File: src/rtl/ttl_74138_cs_sched_if.sv
// Request and decoder-pin bundle between bus-master request logic,
// the chip-select scheduler and the 74138 decoder.
interface ttl_74138_cs_sched_if;
  logic [7:0] req;
  logic [2:0] A;
  logic       E1_n;
  logic       E2_n;
  logic       E3;
  logic [7:0] gnt;
  logic       busy;

  // Scheduler side: samples requests, drives decoder pins and grants.
  modport master (
    input  req,
    output A, E1_n, E2_n, E3, gnt, busy
  );

  // Requester/decoder side.
  modport slave (
    output req,
    input  A, E1_n, E2_n, E3, gnt, busy
  );
endinterface

File: src/rtl/ttl_74138_cs_sched.sv
// Round-robin chip-select scheduler for a 74138 3-to-8 decoder.
// Holds the address stable for SETUP_CYC disabled cycles before each enable
// window and HOLD_CYC disabled cycles after it; a window lasts at most
// MAX_ACTIVE cycles. All decoder pins and status outputs are registered.
module ttl_74138_cs_sched #(
  parameter int unsigned SETUP_CYC  = 1,
  parameter int unsigned HOLD_CYC   = 1,
  parameter int unsigned MAX_ACTIVE = 16
) (
  input logic                   clk,
  input logic                   reset,
  ttl_74138_cs_sched_if.master  bus
);

  localparam int unsigned PH_MAX = (SETUP_CYC > HOLD_CYC) ? SETUP_CYC : HOLD_CYC;
  localparam int unsigned PH_W   = $clog2(PH_MAX + 1);
  localparam int unsigned ACT_W  = $clog2(MAX_ACTIVE + 1);

  typedef enum logic [1:0] {
    S_IDLE,
    S_SETUP,
    S_ACTIVE,
    S_HOLD
  } state_t;

  state_t            state_q, state_d;
  logic [2:0]        ptr_q, ptr_d;
  logic [2:0]        addr_q, addr_d;
  logic [PH_W-1:0]   ph_q, ph_d;
  logic [ACT_W-1:0]  act_q, act_d;
  logic [2:0]        pick_c;
  logic              hit_c;
  logic              en_d;

  // Round-robin pick: first set request at ptr, ptr+1 ... ptr+7 (mod 8).
  always_comb begin
    pick_c = ptr_q;
    hit_c  = 1'b0;
    for (int k = 7; k >= 0; k--) begin
      if (bus.req[ptr_q + 3'(k)]) begin
        pick_c = ptr_q + 3'(k);
        hit_c  = 1'b1;
      end
    end
  end

  // Next-state logic for the setup / active / hold sequence.
  always_comb begin
    state_d = state_q;
    ptr_d   = ptr_q;
    addr_d  = addr_q;
    ph_d    = ph_q;
    act_d   = act_q;
    case (state_q)
      S_IDLE: begin
        if (hit_c) begin
          state_d = S_SETUP;
          addr_d  = pick_c;
          ph_d    = '0;
          act_d   = '0;
        end
      end
      S_SETUP: begin
        if (ph_q == PH_W'(SETUP_CYC - 1)) begin
          ph_d    = '0;
          // A request withdrawn during setup aborts without an enable cycle.
          state_d = bus.req[addr_q] ? S_ACTIVE : S_HOLD;
        end else begin
          ph_d = ph_q + PH_W'(1);
        end
      end
      S_ACTIVE: begin
        if (act_q != ACT_W'(MAX_ACTIVE)) begin
          act_d = act_q + ACT_W'(1);
        end
        if (!bus.req[addr_q] || (act_d == ACT_W'(MAX_ACTIVE))) begin
          state_d = S_HOLD;
          ph_d    = '0;
          ptr_d   = addr_q + 3'd1;
        end
      end
      S_HOLD: begin
        if (ph_q == PH_W'(HOLD_CYC - 1)) begin
          ph_d    = '0;
          state_d = S_IDLE;
        end else begin
          ph_d = ph_q + PH_W'(1);
        end
      end
      default: state_d = S_IDLE;
    endcase
  end

  assign en_d = (state_d == S_ACTIVE);

  // State register and registered decoder pins; reset disables the decoder at once.
  always_ff @(posedge clk or posedge reset) begin
    if (reset) begin
      state_q  <= S_IDLE;
      ptr_q    <= '0;
      addr_q   <= '0;
      ph_q     <= '0;
      act_q    <= '0;
      bus.A    <= '0;
      bus.E1_n <= 1'b1;
      bus.E2_n <= 1'b1;
      bus.E3   <= 1'b0;
      bus.gnt  <= '0;
      bus.busy <= 1'b0;
    end else begin
      state_q  <= state_d;
      ptr_q    <= ptr_d;
      addr_q   <= addr_d;
      ph_q     <= ph_d;
      act_q    <= act_d;
      bus.A    <= addr_d;
      bus.E1_n <= ~en_d;
      bus.E2_n <= ~en_d;
      bus.E3   <= en_d;
      bus.gnt  <= en_d ? 8'(8'h01 << addr_d) : 8'h00;
      bus.busy <= (state_d != S_IDLE);
    end
  end

endmodule

File: src/flat_wrapper.sv
// flat-port wrapper written by rule: the top's interface ports become plain ports
module ttl_74138_cs_sched_flat 
#(
  parameter int unsigned SETUP_CYC  = 1,
  parameter int unsigned HOLD_CYC   = 1,
  parameter int unsigned MAX_ACTIVE = 16
)
  (clk, reset, bus_req, bus_A, bus_E1_n, bus_E2_n, bus_E3, bus_gnt, bus_busy);
  ttl_74138_cs_sched_if bus_i ();
  input logic clk;
  input logic reset;
  input wire logic [$bits(bus_i.req)-1:0] bus_req;
  output wire logic [$bits(bus_i.A)-1:0] bus_A;
  output wire logic [$bits(bus_i.E1_n)-1:0] bus_E1_n;
  output wire logic [$bits(bus_i.E2_n)-1:0] bus_E2_n;
  output wire logic [$bits(bus_i.E3)-1:0] bus_E3;
  output wire logic [$bits(bus_i.gnt)-1:0] bus_gnt;
  output wire logic [$bits(bus_i.busy)-1:0] bus_busy;
  assign bus_i.req = bus_req;
  assign bus_A = bus_i.A;
  assign bus_E1_n = bus_i.E1_n;
  assign bus_E2_n = bus_i.E2_n;
  assign bus_E3 = bus_i.E3;
  assign bus_gnt = bus_i.gnt;
  assign bus_busy = bus_i.busy;
  ttl_74138_cs_sched #(.SETUP_CYC(SETUP_CYC), .HOLD_CYC(HOLD_CYC), .MAX_ACTIVE(MAX_ACTIVE)) u_core (.clk(clk), .reset(reset), .bus(bus_i));
endmodule
File: config.mk
export PLATFORM = sky130hd
export DESIGN_NAME = ttl_74138_cs_sched_flat
export DESIGN_NICKNAME = d
export VERILOG_FILES = /design/src/rtl/ttl_74138_cs_sched_if.sv /design/src/rtl/ttl_74138_cs_sched.sv /design/src/flat_wrapper.sv
export SDC_FILE = /design/constraint.sdc
export NUM_CORES = 1
export LEC_CHECK = 0
export BUFFER_PORTS_ARGS = -buffer_cell sky130_fd_sc_hd__buf_2
export CAP_MARGIN = 20
export CORE_MARGIN = 1.5
export CORE_UTILIZATION = 30
export CTS_BUF_LIST = sky130_fd_sc_hd__clkbuf_16
export DETAILED_ROUTE_END_ITERATION = 12
export SLEW_MARGIN = 20
export SYNTH_ARGS = -nofsm -noshare
export SYNTH_HDL_FRONTEND = slang
export SYNTH_SLANG_ARGS = --single-unit
File: constraint.sdc
create_clock -name clk -period 4.2 [get_ports clk]
set_input_delay 0.84 -clock clk [delete_from_list [all_inputs] [get_ports clk]]
set_output_delay 0.84 -clock clk [all_outputs]
set_load 0.02 [all_outputs]
Word-level counts from Yosys, hierarchy flattened
Index checks and enable logic that the tools add are counted.
{"block": "word_totals", "regBits": 25, "input_bits": 10, "out_inout_bits": 15, "wordCells": 98}
{"block": "op_classes", "addsub": 10, "n_lt_le_gt_ge": 9, "n_eq_ne": 8, "n_shift": 1, "mux": 51, "bitwise": 1, "reduce_logical": 9}
{"cell": "3-bit by 4-bit < comparator with 1-bit output, second input constant", "n": 9}
{"cell": "3-bit two-way mux", "n": 10}
{"cell": "1-bit binary-select mux with 3-bit select", "n": 9}
{"cell": "1-bit two-way mux", "n": 21}
{"cell": "5-bit two-way mux", "n": 3}
{"cell": "3-bit adder, second input constant", "n": 4}
{"cell": "5-bit case mux with 2 select lines", "n": 1}
{"cell": "2-bit two-way mux", "n": 4}
{"cell": "8-bit two-way mux", "n": 1}
{"cell": "2-bit case mux with 4 select lines", "n": 1}
{"cell": "1-bit by 3-bit left shift with 8-bit output, first input constant", "n": 1}
{"cell": "3-bit by 1-bit adder with 3-bit output, second input constant", "n": 2}
{"cell": "3-bit by 2-bit adder with 3-bit output, second input constant", "n": 2}
{"cell": "2-bit equality test, second input constant", "n": 3}
{"cell": "2-bit AND reduction", "n": 3}
{"cell": "5-bit by 1-bit adder with 5-bit output, second input constant", "n": 1}
{"cell": "5-bit equality test, second input constant", "n": 1}
{"cell": "5-bit != test, second input constant", "n": 1}
{"cell": "2-bit by 1-bit != test with 1-bit output, second input constant", "n": 2}
{"cell": "2-bit nonzero test", "n": 2}
{"cell": "1-bit case mux with 3 select lines", "n": 1}
{"cell": "2-bit by 1-bit equality test with 1-bit output, second input constant", "n": 1}
{"cell": "2-bit logical NOT", "n": 1}
{"cell": "2-bit OR reduction", "n": 1}
{"cell": "4 further kinds", "n": 4}

Longest topological paths before layout
{"block": "logic_depth", "word_depth": 15, "ltp_mapped": 13, "depth_no_buf": 9}

Worst setup path after synthesis
Ideal clock, no wire load.
{"block": "synth_timing", "path_type": "register -> register", "start": "register u_core.ptr_q[1]", "end": "register u_core.bus.gnt[5]", "setup_ns": 0.068, "arrival_ns": 3.019, "required_time_ns": 4.132, "slack_ns": 1.114, "stages_incl_launch_ff": 14, "path_buffers": 4, "period_less_slack_ns": 3.086, "path_cell_list": "dfrtp_1 -> buf_2 -> buf_2 -> inv_1 -> ha_1 -> buf_2 -> mux4_1 -> a2111oi_2 -> nand2b_1 -> buf_4 -> a221o_1 -> a311o_1 -> a2bb2o_4 -> and3b_1"}
{"block": "synth_between", "elab_chain_len": 15, "elab_cells_between_ends": 46, "cone_classes": "7 x add/sub; 1 x eq/ne; 1 x shift; 37 x mux"}
{"item": "start: declaration", "line_no": "ttl_74138_cs_sched.sv:27", "text": "logic [2:0] ptr_q, ptr_d;"}
{"item": "start signal: assignment", "line_no": "ttl_74138_cs_sched.sv:112", "text": "ptr_q <= ptr_d;"}
{"item": "3-bit adder", "line_no": "ttl_74138_cs_sched.sv:40, ttl_74138_cs_sched.sv:41"}
{"item": "1-bit binary-select mux with 3-bit select", "line_no": "ttl_74138_cs_sched.sv:40", "text": "if (bus.req[ptr_q + 3'(k)]) begin"}
{"item": "1-bit two-way mux (implied by the code)", "line_no": "ttl_74138_cs_sched.sv:40"}
{"item": "1-bit two-way mux or 3-bit two-way mux (tied branches) (8 in series)", "line_no": "ttl_74138_cs_sched.sv:40"}
{"item": "2-bit two-way mux or 3-bit two-way mux (tied branches)", "line_no": "ttl_74138_cs_sched.sv:56", "text": "if (hit_c) begin"}
{"item": "2-bit case mux with 4 select lines or 3-bit two-way mux (tied branches)", "line_no": "ttl_74138_cs_sched.sv:54", "text": "case (state_q)"}
{"item": "2-bit equality test or 1-bit by 3-bit left shift with 8-bit output (tied branches)", "line_no": "ttl_74138_cs_sched.sv:94, ttl_74138_cs_sched.sv:120"}
{"item": "8-bit two-way mux (*)", "line_no": "ttl_74138_cs_sched.sv:120", "text": "bus.gnt <= en_d ? 8'(8'h01 << addr_d) : 8'h00;"}
{"item": "end signal: assignment", "line_no": "ttl_74138_cs_sched.sv:120"}
{"item": "end: declaration", "line_no": "ttl_74138_cs_sched_if.sv:15", "text": "output A, E1_n, E2_n, E3, gnt, busy"}
Mark *: on every way between the ends. The rest lies on a longest branch, timed or not. The select of a mux whose other input is x is not followed.
A chain may end at the register's enable or synchronous reset.

Worst setup path after layout
Ends and elaborated chain as after synthesis.

==> results by group <==
STA
  – Layout Skew: roughly 0.0022 ns
  – Fin crit share: ~70%
  – Relative slew slack: between 50% and 60%
  – Setup TNS: 0 ns
  – Unrepaired setup endpoints after global routing: no
  – Fmax: 330.8 MHz
  – Final setup vio count: 0
  – Final Max Slew Viols: 0
  – Fin crit period: about 3 ns
  – Worst hold slack: 0.5244 ns
  – Final hold violation count: 0
  – Worst slew pin tran: a little over 0.6 ns

Global routing
  – Met1 usage: 20.23%
  – Met3 Use GR: 2.401%
  – Gr usage total: between 10 and 15%
  – GRT busiest layer: met2
  – Vias in the first global route: between 1500 and 2000
  – Maximum number of pins on one net before global-route repair: 31
  – Grt met2 use: 20.78%
  – Initial antenna violation count: 0
  – First-pass GRT wire length: about 8.5 mm
  – Grt ovf: 0

Route
  – DR WL/cell: 14.73 um
  – Total Wirelength: around 5.1 mm
  – Routed Antenna Nets: 0
  – Initial DRC Count: around 110
  – Drt first pass iters: 4
  – Via density per instance: 5.342
  – DRC: 0
  – Vias: 1843

Pwr
  – Reg power frac: 18.5%
  – Peak supply drop: 0.2285 mV
  – Comb pwr share: 68.9%
  – PD cells: 832.8 nW/um^2
  – Sw power: ~1 mW
  – Clock power share: 12.6%
  – Final Total Pwr: around 2.1 mW
  – Int Power: 1.135 mW
  – Sw frac: 46.76%
  – Static Leak: about 1.1 nW

Flow run
  – Max-Cap Viols: 0

Worst setup path
  – Crit path required time: 4.34 ns
  – Critical path cell sequence: inv_1 > ha_1 > mux4_1 > a2111oi_2 > nand2b_1 > a221o_1 > a311o_1 > a2bb2o_4 > and3b_1
  – CP peak stage delay: 0.52 ns
  – Crit. End Element: flop
  – Startpoint types: flop
  – Worst-path fanout max: 11
  – Setup Crit Path Kind: reg -> reg
  – Critical Path Slowest Stage Cell: ha_1
  – CP arrival: 3.17 ns

Floorplanning
  – Die width: 89.53 um
  – Die Y: 89.53 um
  – I/O pin cnt: 25
  – # rows: 31
  – Core box area: 7253 um^2
  – Die area: 8015 um^2
  – Initial Util: around 31%

Synth
  – Synth warn: 0
  – Avg Synthesized Cell Area: 9.765 um^2
  – Count of cell types in the netlist: 59
  – Register bit total from synthesis: 24
  – Post-Syn Area: around 2200 um^2
  – Total nets after synthesis: between 200 and 250
  – Cells after Synth: 230
  – Asr flop ratio synth: 100.0%
  – Seq/Total Area, Yosys: between 20% and 30%
  – Post-synth EDFFs: 0
  – Main synth FF type: dfrtp_1

Finish
  – Layout Area Growth over Synthesis: 13.93%
  – Fill cells: 746
  – Layout Utilization: 35.28%
  – Final Net Count: between 200 and 300
  – Antenna cells: 0
  – Fraction of layout cells with a size suffix above 1: 23.58%
  – Most frequent cells in the layout: buf_2, dfrtp_1, nand2_1
  – Most common cell after layout, fill and taps aside: buf_2
  – Fin cells: 345

Placed design
  – Placer Congestion: slightly below 0.9
  – Port bufs: 24
  – Post-DP HPWL: 3.736 mm
  – Inst Count DP: 340

CTS
  – Post-CTS Setup Bufs: 0
  – Root Driver: clkbuf_16
  – TritonCTS clock tree: done
  – Longest Clk Path Bufs: 2
  – Clk sinks: 24
  – Clock-pin transition on the worst setup and hold timing paths: 0.06 ns
  – Post_cts resized: 0
  – Hold-fix buffer count after cts: 0
  – Worst-skew pair later-pin latency: between 0.2 and 0.3 ns
  – Cts bufs inserted: 3
  – H-Tree Depth: 1

Status
  – Outcome: complete, no violations

Worst hold path
  – Hold Crit Class: reg -> reg
==> Yosys cell counts (2+ instances only) <==
cell / n / share of area (%)
nor3b_1: 5 / 1.7
ha_1: 8 / 4.5
a32oi_1: 2 / 0.78
mux4_1: 4 / 4.7
nand2b_1: 4 / 1.1
mux4_2: 9 / 9.0
xnor2_1: 2 / 0.78
nor3b_2: 2 / 1.1
buf_4: 3 / 1.0
or4_1: 2 / 0.67
a22o_1: 2 / 0.78
dfrtp_1: 23 / 26
nor2b_1: 4 / 1.1
mux2_2: 6 / 3.0
nor3_1: 4 / 0.89
nand3b_1: 7 / 2.3
o21ai_0: 13 / 2.9
o2111ai_1: 2 / 0.78
clkbuf_1: 6 / 1.0
mux2i_1: 13 / 5.8
nand2_1: 18 / 3.0
a211oi_1: 2 / 0.67
nor2_1: 8 / 1.3
o22ai_1: 3 / 0.84
o221ai_1: 2 / 0.78
buf_2: 6 / 1.3
nand3_1: 6 / 1.3
a21oi_1: 12 / 2.7
and3b_1: 2 / 0.78
inv_1: 14 / 2.3
xor2_1: 2 / 0.78
a21o_1: 4 / 1.3
and2_1: 3 / 0.84
or3_1: 2 / 0.56
==> metrics by stage <==
stage	cell area [um^2]	worst slack [ns]
6_report	2559	1.177
5_1_grt	2559	0.9128
4_1_cts	2531	1.177
3_5_place_dp	2426	0.9801
3_3_place_gp	2426	1.048
2_1_floorplan	2246	1.114
==> path summary, 6_finish.rpt <==
kind	from	end	slack, ns	depth (start not counted)
min in group asynchronous	reset	u_core.act_q[4]	0.56	2
setup reg to reg	u_core.ptr_q[1]	u_core.bus.gnt[5]	1.18	9
max in group asynchronous	reset	u_core.bus.E1_n	3.14	3
hold / removal	u_core.act_q[1]	u_core.act_q[1]	0.52	2
setup / recovery	u_core.ptr_q[1]	u_core.bus.gnt[5]	1.18	9
hold reg to reg	u_core.act_q[1]	u_core.act_q[1]	0.52	2
==> per-layer routing <==
| metal | wire length, um | share of wire, % |
|---|---|---|
| met5 | 0 | 0 |
| met4 | 58 | 1.1 |
| met3 | 262 | 5.2 |
| met2 | 2249 | 44 |
| met1 | 2513 | 49 |
==> power by group through the flow <==
stage | registers (mW) | clock network (mW) | logic, mW
after floorplan | 0.424 | 0 | 1.15
after global placement | 0.399 | 0 | 1.45
after detailed placement | 0.399 | 0 | 1.46
after CTS | 0.396 | 0.275 | 1.46
after global routing | 0.409 | 0.287 | 1.62
final | 0.394 | 0.267 | 1.47
==> cell families after synthesis <==
group                    count (synthesis)  synth area share, %
adder cells (fa/ha/maj)                  8                4.457
AO/OA/AOI/OAI                           57                18.27
AND/OR/NAND/NOR                         73                18.83
buffers and inverters                   30                6.184
multiplexers                            33                23.17
flip-flops                              24                26.80
XOR/XNOR                                 5                2.285
==> worst max-delay path, delay by kind of cell (launching register included) <==
kind / cells / cell delay (ns)
buffers and inverters: 1 / 0.10
AND/OR/NAND/NOR: 2 / 0.53
multiplexers: 1 / 0.47
AO/OA/AOI/OAI: 4 / 0.96
adder cells (fa/ha/maj): 1 / 0.52
flip-flops: 1 / 0.34
==> sequential cells by signal, indices dropped and copies added (netlist names) <==
name             flops
u_core.bus.A         3
u_core.bus.E3        1
u_core.state_q       2
u_core.ptr_q         3
u_core.bus.gnt       8
u_core.bus.E1_n      1
u_core.bus.busy      1
u_core.act_q         5
==> area by class of cell <==
type | count | area, um^2 | share of cell area (%)
clock buffer | 3 | 75.07 | 2.934
inverter | 14 | 52.55 | 2.054
timing repair buffer | 28 | 170.2 | 6.650
clock inverter | 1 | 30.03 | 1.174
sequential | 24 | 601.8 | 23.52
tap | 99 | 123.9 | 4.841
multi-input combinational | 176 | 1505 | 58.83
No activity file was read; power rests on OpenSTA's default activity.
